==> config.mk <==
export PLATFORM = sky130hd
export DESIGN_NAME = micro_seq_decoder_flat
export DESIGN_NICKNAME = d
export VERILOG_FILES = /design/src/rtl/micro_seq_decoder_if.sv /design/src/rtl/micro_seq_decoder.sv /design/src/flat_wrapper.sv
export SDC_FILE = /design/constraint.sdc
export NUM_CORES = 1
export LEC_CHECK = 0
export ABC_AREA = 0
export CAP_MARGIN = 20
export CORE_ASPECT_RATIO = 0.9
export CORE_MARGIN = 2
export CORE_UTILIZATION = 35
export CTS_CLUSTER_DIAMETER = 120
export DETAILED_ROUTE_END_ITERATION = 7
export PLACE_DENSITY = 0.61
export RECOVER_POWER = 100
export SETUP_SLACK_MARGIN = 0.1
export SLEW_MARGIN = 20
export SYNTH_ARGS = -nofsm -noshare
export SYNTH_HDL_FRONTEND = slang
export SYNTH_SLANG_ARGS = --single-unit
==> constraint.sdc <==
create_clock -name clk -period 4.5 [get_ports clk]
set_clock_uncertainty 0.2 [all_clocks]
set_input_delay 0.45 -clock clk [delete_from_list [all_inputs] [get_ports clk]]
set_output_delay 0.45 -clock clk [all_outputs]
set_load 0.01 [all_outputs]
==> src/rtl/micro_seq_decoder_if.sv <==
// micro_seq_decoder_if
// Purpose : bundles the decode-side handshake and the uop control bus of the
//           micro-sequencing decoder.
// Ports   : master = instruction source / uop consumer (drives in_valid, op,
//           funct, reg_list, ex_stall; receives ready and the uop fields)
//           slave  = the decoder itself
interface micro_seq_decoder_if #(
  parameter int NREGS = 16,
  parameter int RIW   = $clog2(NREGS),
  parameter int CW    = $clog2(NREGS + 1)
);
  logic             in_valid;
  logic [1:0]       op;
  logic [5:0]       funct;
  logic [NREGS-1:0] reg_list;
  logic             ex_stall;
  logic             ready;
  logic             uop_valid;
  logic             branch;
  logic             reg_w;
  logic             mem_w;
  logic             mem_to_reg;
  logic             alu_src;
  logic             alu_op;
  logic [1:0]       imm_src;
  logic [1:0]       reg_src;
  logic [RIW-1:0]   uop_reg;
  logic [CW-1:0]    uop_offset;
  logic             base_wb;
  logic             undef;

  modport master (
    output in_valid, op, funct, reg_list, ex_stall,
    input  ready, uop_valid, branch, reg_w, mem_w, mem_to_reg, alu_src, alu_op,
           imm_src, reg_src, uop_reg, uop_offset, base_wb, undef
  );

  modport slave (
    input  in_valid, op, funct, reg_list, ex_stall,
    output ready, uop_valid, branch, reg_w, mem_w, mem_to_reg, alu_src, alu_op,
           imm_src, reg_src, uop_reg, uop_offset, base_wb, undef
  );
endinterface

==> src/rtl/micro_seq_decoder.sv <==
// micro_seq_decoder
// Purpose : decodes one instruction per cycle into registered datapath
//           control uops; block transfers (LDM/STM) are expanded into one uop
//           per listed register plus an optional base-writeback uop.
// Ports   : clk  - single clock, rising edge
//           rst  - asynchronous active-high reset
//           bus  - micro_seq_decoder_if.slave (instruction in, uop out)
//
// state | meaning
// IDLE  | outputs show a single-cycle uop or nothing; next instruction welcome
// SEQ   | outputs show a block-transfer uop; rem_q holds registers still to go
// WB    | outputs show the base-writeback uop closing a block transfer
module micro_seq_decoder #(
  parameter int NREGS = 16,
  parameter int RIW   = $clog2(NREGS),
  parameter int CW    = $clog2(NREGS + 1)
) (
  input  logic clk,
  input  logic rst,
  micro_seq_decoder_if.slave bus
);
  typedef enum logic [1:0] {IDLE = 2'd0, SEQ = 2'd1, WB = 2'd2} state_t;

  typedef struct packed {
    logic           valid;
    logic           branch;
    logic           reg_w;
    logic           mem_w;
    logic           mem_to_reg;
    logic           alu_src;
    logic           alu_op;
    logic [1:0]     imm_src;
    logic [1:0]     reg_src;
    logic [RIW-1:0] ureg;
    logic [CW-1:0]  offset;
    logic           base_wb;
    logic           undef;
  } uop_t;

  state_t           state_q, state_n;
  uop_t             uop_q, uop_n;
  logic [NREGS-1:0] rem_q, rem_n;
  logic [CW-1:0]    k_q, k_n, cnt_q, cnt_n;
  logic             l_q, l_n, w_q, w_n;
  logic             accept;
  logic             i_bit, w_bit, l_bit;
  logic [RIW-1:0]   first_idx, rem_idx;
  logic             unused_funct;

  function automatic logic [RIW-1:0] lowest(input logic [NREGS-1:0] v);
    lowest = '0;
    for (int i = NREGS - 1; i >= 0; i--)
      if (v[i]) lowest = RIW'(i);
  endfunction

  function automatic logic [CW-1:0] popcnt(input logic [NREGS-1:0] v);
    popcnt = '0;
    for (int i = 0; i < NREGS; i++)
      popcnt = popcnt + CW'(v[i]);
  endfunction

  function automatic uop_t seq_uop(input logic [RIW-1:0] r, input logic [CW-1:0] k,
                                   input logic l);
    seq_uop         = '0;
    seq_uop.valid   = 1'b1;
    seq_uop.alu_src = 1'b1;
    seq_uop.imm_src = 2'b11;
    seq_uop.ureg    = r;
    seq_uop.offset  = k;
    if (l) begin
      seq_uop.mem_to_reg = 1'b1;
      seq_uop.reg_w      = 1'b1;
    end else begin
      seq_uop.mem_w   = 1'b1;
      seq_uop.reg_src = 2'b10;
    end
  endfunction

  assign i_bit        = bus.funct[5];
  assign w_bit        = bus.funct[1];
  assign l_bit        = bus.funct[0];
  assign unused_funct = ^bus.funct[4:2];
  assign first_idx    = lowest(bus.reg_list);
  assign rem_idx      = lowest(rem_q);

  // A sequence is "on its final uop" when nothing is left to issue and no
  // writeback follows, so the next instruction can be taken without a bubble.
  assign bus.ready = !bus.ex_stall &&
                     (state_q == IDLE || state_q == WB ||
                      (state_q == SEQ && rem_q == '0 && !w_q));
  assign accept    = bus.in_valid && bus.ready;

  always_comb begin
    state_n = state_q;
    uop_n   = '0;
    rem_n   = rem_q;
    k_n     = k_q;
    cnt_n   = cnt_q;
    l_n     = l_q;
    w_n     = w_q;
    if (bus.ex_stall) begin
      uop_n = uop_q;
    end else begin
      case (state_q)
        SEQ: begin
          if (rem_q != '0) begin
            uop_n = seq_uop(rem_idx, k_q, l_q);
            rem_n = rem_q & (rem_q - NREGS'(1));
            k_n   = k_q + CW'(1);
          end else if (w_q) begin
            uop_n.valid   = 1'b1;
            uop_n.reg_w   = 1'b1;
            uop_n.alu_src = 1'b1;
            uop_n.imm_src = 2'b11;
            uop_n.base_wb = 1'b1;
            uop_n.offset  = cnt_q;
            state_n       = WB;
          end else begin
            state_n = IDLE;
          end
        end
        WB:      state_n = IDLE;
        default: state_n = IDLE;
      endcase

      if (accept) begin
        state_n     = IDLE;
        uop_n       = '0;
        uop_n.valid = 1'b1;
        case (bus.op)
          2'b00: begin
            uop_n.reg_w   = 1'b1;
            uop_n.alu_op  = 1'b1;
            uop_n.alu_src = i_bit;
          end
          2'b01: begin
            uop_n.alu_src = 1'b1;
            uop_n.imm_src = 2'b01;
            if (l_bit) begin
              uop_n.reg_w      = 1'b1;
              uop_n.mem_to_reg = 1'b1;
            end else begin
              uop_n.mem_w   = 1'b1;
              uop_n.reg_src = 2'b10;
            end
          end
          2'b10: begin
            if (i_bit) begin
              uop_n.branch  = 1'b1;
              uop_n.alu_src = 1'b1;
              uop_n.imm_src = 2'b10;
              uop_n.reg_src = 2'b01;
            end else if (bus.reg_list == '0) begin
              uop_n.undef = 1'b1;
            end else begin
              // First transfer uop issues straight from decode; the rest
              // drain from rem_q one per cycle in SEQ.
              uop_n   = seq_uop(first_idx, '0, l_bit);
              rem_n   = bus.reg_list & (bus.reg_list - NREGS'(1));
              k_n     = CW'(1);
              cnt_n   = popcnt(bus.reg_list);
              l_n     = l_bit;
              w_n     = w_bit;
              state_n = SEQ;
            end
          end
          default: uop_n.undef = 1'b1;
        endcase
      end
    end
  end

  always_ff @(posedge clk or posedge rst) begin
    if (rst) begin
      state_q <= IDLE;
      uop_q   <= '0;
      rem_q   <= '0;
      k_q     <= '0;
      cnt_q   <= '0;
      l_q     <= 1'b0;
      w_q     <= 1'b0;
    end else begin
      state_q <= state_n;
      uop_q   <= uop_n;
      rem_q   <= rem_n;
      k_q     <= k_n;
      cnt_q   <= cnt_n;
      l_q     <= l_n;
      w_q     <= w_n;
    end
  end

  assign bus.uop_valid  = uop_q.valid;
  assign bus.branch     = uop_q.branch;
  assign bus.reg_w      = uop_q.reg_w;
  assign bus.mem_w      = uop_q.mem_w;
  assign bus.mem_to_reg = uop_q.mem_to_reg;
  assign bus.alu_src    = uop_q.alu_src;
  assign bus.alu_op     = uop_q.alu_op;
  assign bus.imm_src    = uop_q.imm_src;
  assign bus.reg_src    = uop_q.reg_src;
  assign bus.uop_reg    = uop_q.ureg;
  assign bus.uop_offset = uop_q.offset;
  assign bus.base_wb    = uop_q.base_wb;
  assign bus.undef      = uop_q.undef;
endmodule

==> src/flat_wrapper.sv <==
// flat-port wrapper written by rule: the top's interface ports become plain ports
module micro_seq_decoder_flat 
#(
  parameter int NREGS = 16,
  parameter int RIW   = $clog2(NREGS),
  parameter int CW    = $clog2(NREGS + 1)
)
  (clk, rst, bus_in_valid, bus_op, bus_funct, bus_reg_list, bus_ex_stall, bus_ready, bus_uop_valid, bus_branch, bus_reg_w, bus_mem_w, bus_mem_to_reg, bus_alu_src, bus_alu_op, bus_imm_src, bus_reg_src, bus_uop_reg, bus_uop_offset, bus_base_wb, bus_undef);
  micro_seq_decoder_if #(.NREGS(NREGS), .RIW(RIW), .CW(CW)) bus_i ();
  input  logic clk;
  input  logic rst;
  input wire logic [$bits(bus_i.in_valid)-1:0] bus_in_valid;
  input wire logic [$bits(bus_i.op)-1:0] bus_op;
  input wire logic [$bits(bus_i.funct)-1:0] bus_funct;
  input wire logic [$bits(bus_i.reg_list)-1:0] bus_reg_list;
  input wire logic [$bits(bus_i.ex_stall)-1:0] bus_ex_stall;
  output wire logic [$bits(bus_i.ready)-1:0] bus_ready;
  output wire logic [$bits(bus_i.uop_valid)-1:0] bus_uop_valid;
  output wire logic [$bits(bus_i.branch)-1:0] bus_branch;
  output wire logic [$bits(bus_i.reg_w)-1:0] bus_reg_w;
  output wire logic [$bits(bus_i.mem_w)-1:0] bus_mem_w;
  output wire logic [$bits(bus_i.mem_to_reg)-1:0] bus_mem_to_reg;
  output wire logic [$bits(bus_i.alu_src)-1:0] bus_alu_src;
  output wire logic [$bits(bus_i.alu_op)-1:0] bus_alu_op;
  output wire logic [$bits(bus_i.imm_src)-1:0] bus_imm_src;
  output wire logic [$bits(bus_i.reg_src)-1:0] bus_reg_src;
  output wire logic [$bits(bus_i.uop_reg)-1:0] bus_uop_reg;
  output wire logic [$bits(bus_i.uop_offset)-1:0] bus_uop_offset;
  output wire logic [$bits(bus_i.base_wb)-1:0] bus_base_wb;
  output wire logic [$bits(bus_i.undef)-1:0] bus_undef;
  assign bus_i.in_valid = bus_in_valid;
  assign bus_i.op = bus_op;
  assign bus_i.funct = bus_funct;
  assign bus_i.reg_list = bus_reg_list;
  assign bus_i.ex_stall = bus_ex_stall;
  assign bus_ready = bus_i.ready;
  assign bus_uop_valid = bus_i.uop_valid;
  assign bus_branch = bus_i.branch;
  assign bus_reg_w = bus_i.reg_w;
  assign bus_mem_w = bus_i.mem_w;
  assign bus_mem_to_reg = bus_i.mem_to_reg;
  assign bus_alu_src = bus_i.alu_src;
  assign bus_alu_op = bus_i.alu_op;
  assign bus_imm_src = bus_i.imm_src;
  assign bus_reg_src = bus_i.reg_src;
  assign bus_uop_reg = bus_i.uop_reg;
  assign bus_uop_offset = bus_i.uop_offset;
  assign bus_base_wb = bus_i.base_wb;
  assign bus_undef = bus_i.undef;
  micro_seq_decoder #(.NREGS(NREGS), .RIW(RIW), .CW(CW)) u_core (.clk(clk), .rst(rst), .bus(bus_i));
endmodule
==> impl_results.md <==
* Top reg by flops: u_core.rem_q
* DIE AREA at 10500 um^2
* Hold Slack at 282 ps
* Syn Area/Cell at 9.91 um^2
* First-pass GRT wire length at 14500 um
* Violated checks: max-capacitance violations, max-slew violations
* Commonest non-fill, non-tap cells in the layout: 50 x dfrtp_1, 36 x inv_1, 29 x o21ai_0
* Pre-CTS setup slack at -213 ps
* Pin count of the biggest net entering global routing at 51
* Top post-synthesis cells by area: dfrtp_1 37%, fa_1 5.9%, ha_1 4.4%
* Gr usage total at 17.1%
* I/O pin count at 51
* Main synth FF type: dfrtp_1
* Post-synthesis sequential area ratio at 36.9%
* Crit Path Category: primary input to flop
* Mapped Area at 3390 um^2
* CTS tree: done
* Final setup violation count at 0
* CTS buffer count at 5
* Cells after DPL at 517
* TritonRoute pass-1 iters at 7
* Synth cell types at 72
* Worst Slack Setup Final at 352 ps
* Yosys top cell by area: dfrtp_1
* WHS Path Cells at 1
* RSZ-0062 raised after global routing: no
* Routed wire length at 8690 um
* Vias after detailed routing at 2899
* Core ar. at 9530 um^2
* RePlAce Congestion at 0.910
* H-tree depth at 2
* Port Buffers at 47
* Worst vdd ir at 0.157 mV
* Clock Latency Late Sink at 310 ps
* Total gr overflow at 0
* WL per Instance at 16.6 um
* Ratio of cells with drive above 1 in the final layout at 11.3%
* Worst Tran Pin Value at 2250 ps
* DRT antenna net count at 0
* Clock tree sinks at 50
* Post-layout util at 43.0%
* Status: finished with violations
* Critical path arrival at 4170 ps
* Row Count at 34
* Synthesized Nets at 392
* # hold bufs at CTS at 0
* Area growth, synth to finish at 20.9%
* Die Wd at 108 um
* Clk slew on worst S/H paths at 100 ps
* Cell Count, Final, Fillers Out at 524
* Max Clock Freq at 241 MHz
* Crit-path max FO at 2
* Worst Reg-to-Reg Cells at 5
* Max_slew headroom at -50.8%
* Tot Pwr at 1.90 mW
* Largest register FFs at 16
* Vias in the first global route at 2767
* Fin. max-slew vios at 51
* Endpoints failing hold at 0
* Max-cap violations at 1
* #FFs+latches synth at 50
* Fin nets at 448
* Period minus WS final at 4150 ps
* Period utilization at 92.2%
* Post-CTS resize count at 0
* Post-synthesis async set-or-reset flop share at 100%
* Clk buf depth at 2
* Initial antenna violation count at 0
* Setup crit end kind: flop
* Leak at 1.86 nW
* Clock Tree Root: clkbuf_8
* Pwr Density at 463 nW/um^2
* Synth Warn # at 0
* Syn Inst Count at 342
* Most common cell after layout, fill and taps aside: dfrtp_1
* Vias per cell at 5.53
* # diodes at 0
* # DRC at 0
* Postcts setup bufs at 0
* Crit start category: primary input
* Die Span Y at 97.4 um
* Initial DRC count at 216
* Crit path required time at 4530 ps
* Hold crit path type: flop to flop
* Post-synth EDFFs at 0
* Starting Density at 35.6%
* DP HPWL at 6570 um
* Top-area cell type share of the netlist area at 36.9%
## synthesized netlist by cell type (3+ instances only)
library cell / instances
a21o_1: 3
a21oi_1: 10
a222oi_1: 4
a22oi_1: 4
and3_1: 3
buf_2: 3
buf_4: 3
buf_6: 4
clkbuf_1: 3
dfrtp_1: 50
fa_1: 10
ha_1: 12
inv_1: 38
mux2_2: 3
mux2i_1: 7
nand2_1: 22
nand2b_1: 5
nand3_1: 10
nand4_1: 7
nor2_1: 18
nor3_1: 3
nor3b_1: 3
nor4_1: 3
nor4_4: 4
o21ai_0: 25
o21ai_1: 7
o221ai_1: 3
o31ai_1: 8
o41ai_1: 4
or4_1: 3
xor2_1: 4
## through the flow
step                      setup TNS, ps  area, um^2
after floorplan                       0        3390
after global placement             -502        4030
after detailed placement           -692        4030
after CTS                             0        4140
after global routing                  0        4100
final                                 0        4100
## critical path, cell delays in order
cell,delay [ps]
dlygate4sd3_1,540
inv_1,80
fa_1,500
inv_1,50
fa_1,440
fa_1,480
inv_1,50
fa_1,500
fa_2,400
fa_2,380
nor2b_1,120
o21ai_1,60
o21ai_1,120
## path summary, 6_finish.rpt
path | from | endpoint | slack [ps]
worst max-delay path | bus_reg_list[4] | u_core.cnt_q[4]$_DFFE_PP0P_ | 350
worst min-delay path | u_core.bus.base_wb$_DFFE_PP0N_ | u_core.bus.base_wb$_DFFE_PP0N_ | 280
worst max register to register | u_core.rem_q[8]$_DFFE_PP0N_ | u_core.cnt_q[3]$_DFFE_PP0P_ | 610
worst min register to register | u_core.bus.base_wb$_DFFE_PP0N_ | u_core.bus.base_wb$_DFFE_PP0N_ | 280
max in group asynchronous | rst | u_core.rem_q[12]$_DFFE_PP0N_ | 2080
min in group asynchronous | rst | u_core.bus.reg_src[1]$_DFFE_PP0N_ | 990
## cell families (layout without fill, tap and decap cells)
| family | count (synthesis) | count (layout) | synth area share (%) |
|---|---|---|---|
| XOR/XNOR | 6 | 6 | 1.55 |
| adder cells (fa/ha/maj) | 22 | 22 | 10.3 |
| buffers and inverters | 52 | 108 | 7.38 |
| AND/OR/NAND/NOR | 100 | 100 | 18.8 |
| AO/OA/AOI/OAI | 102 | 102 | 22.0 |
| multiplexers | 10 | 10 | 3.06 |
| flip-flops | 50 | 50 | 36.9 |
## layout make-up
type | count | area (um^2)
clock buffer | 5 | 68.8
clock inverter | 2 | 38.8
fill | 926 | 5430
inverter | 38 | 144
multi-input combinational | 240 | 1840
sequential | 50 | 1250
tap | 126 | 158
timing repair buffer | 63 | 596
## power by group
group	switching (mW)	internal, mW
combinational	0.429	0.412
sequential	0.149	0.593
clock	0.154	0.164
## routing by layer
layer  global-route usage (%)  wire (um)  up-vias
met4                     3.35         98        0
met1                     26.4       4280     1378
met5                        0          0        -
li1                         -          -     1387
met3                     3.15        565       11
met2                     24.9       3740      123
(Power assumes the default switching activity.)
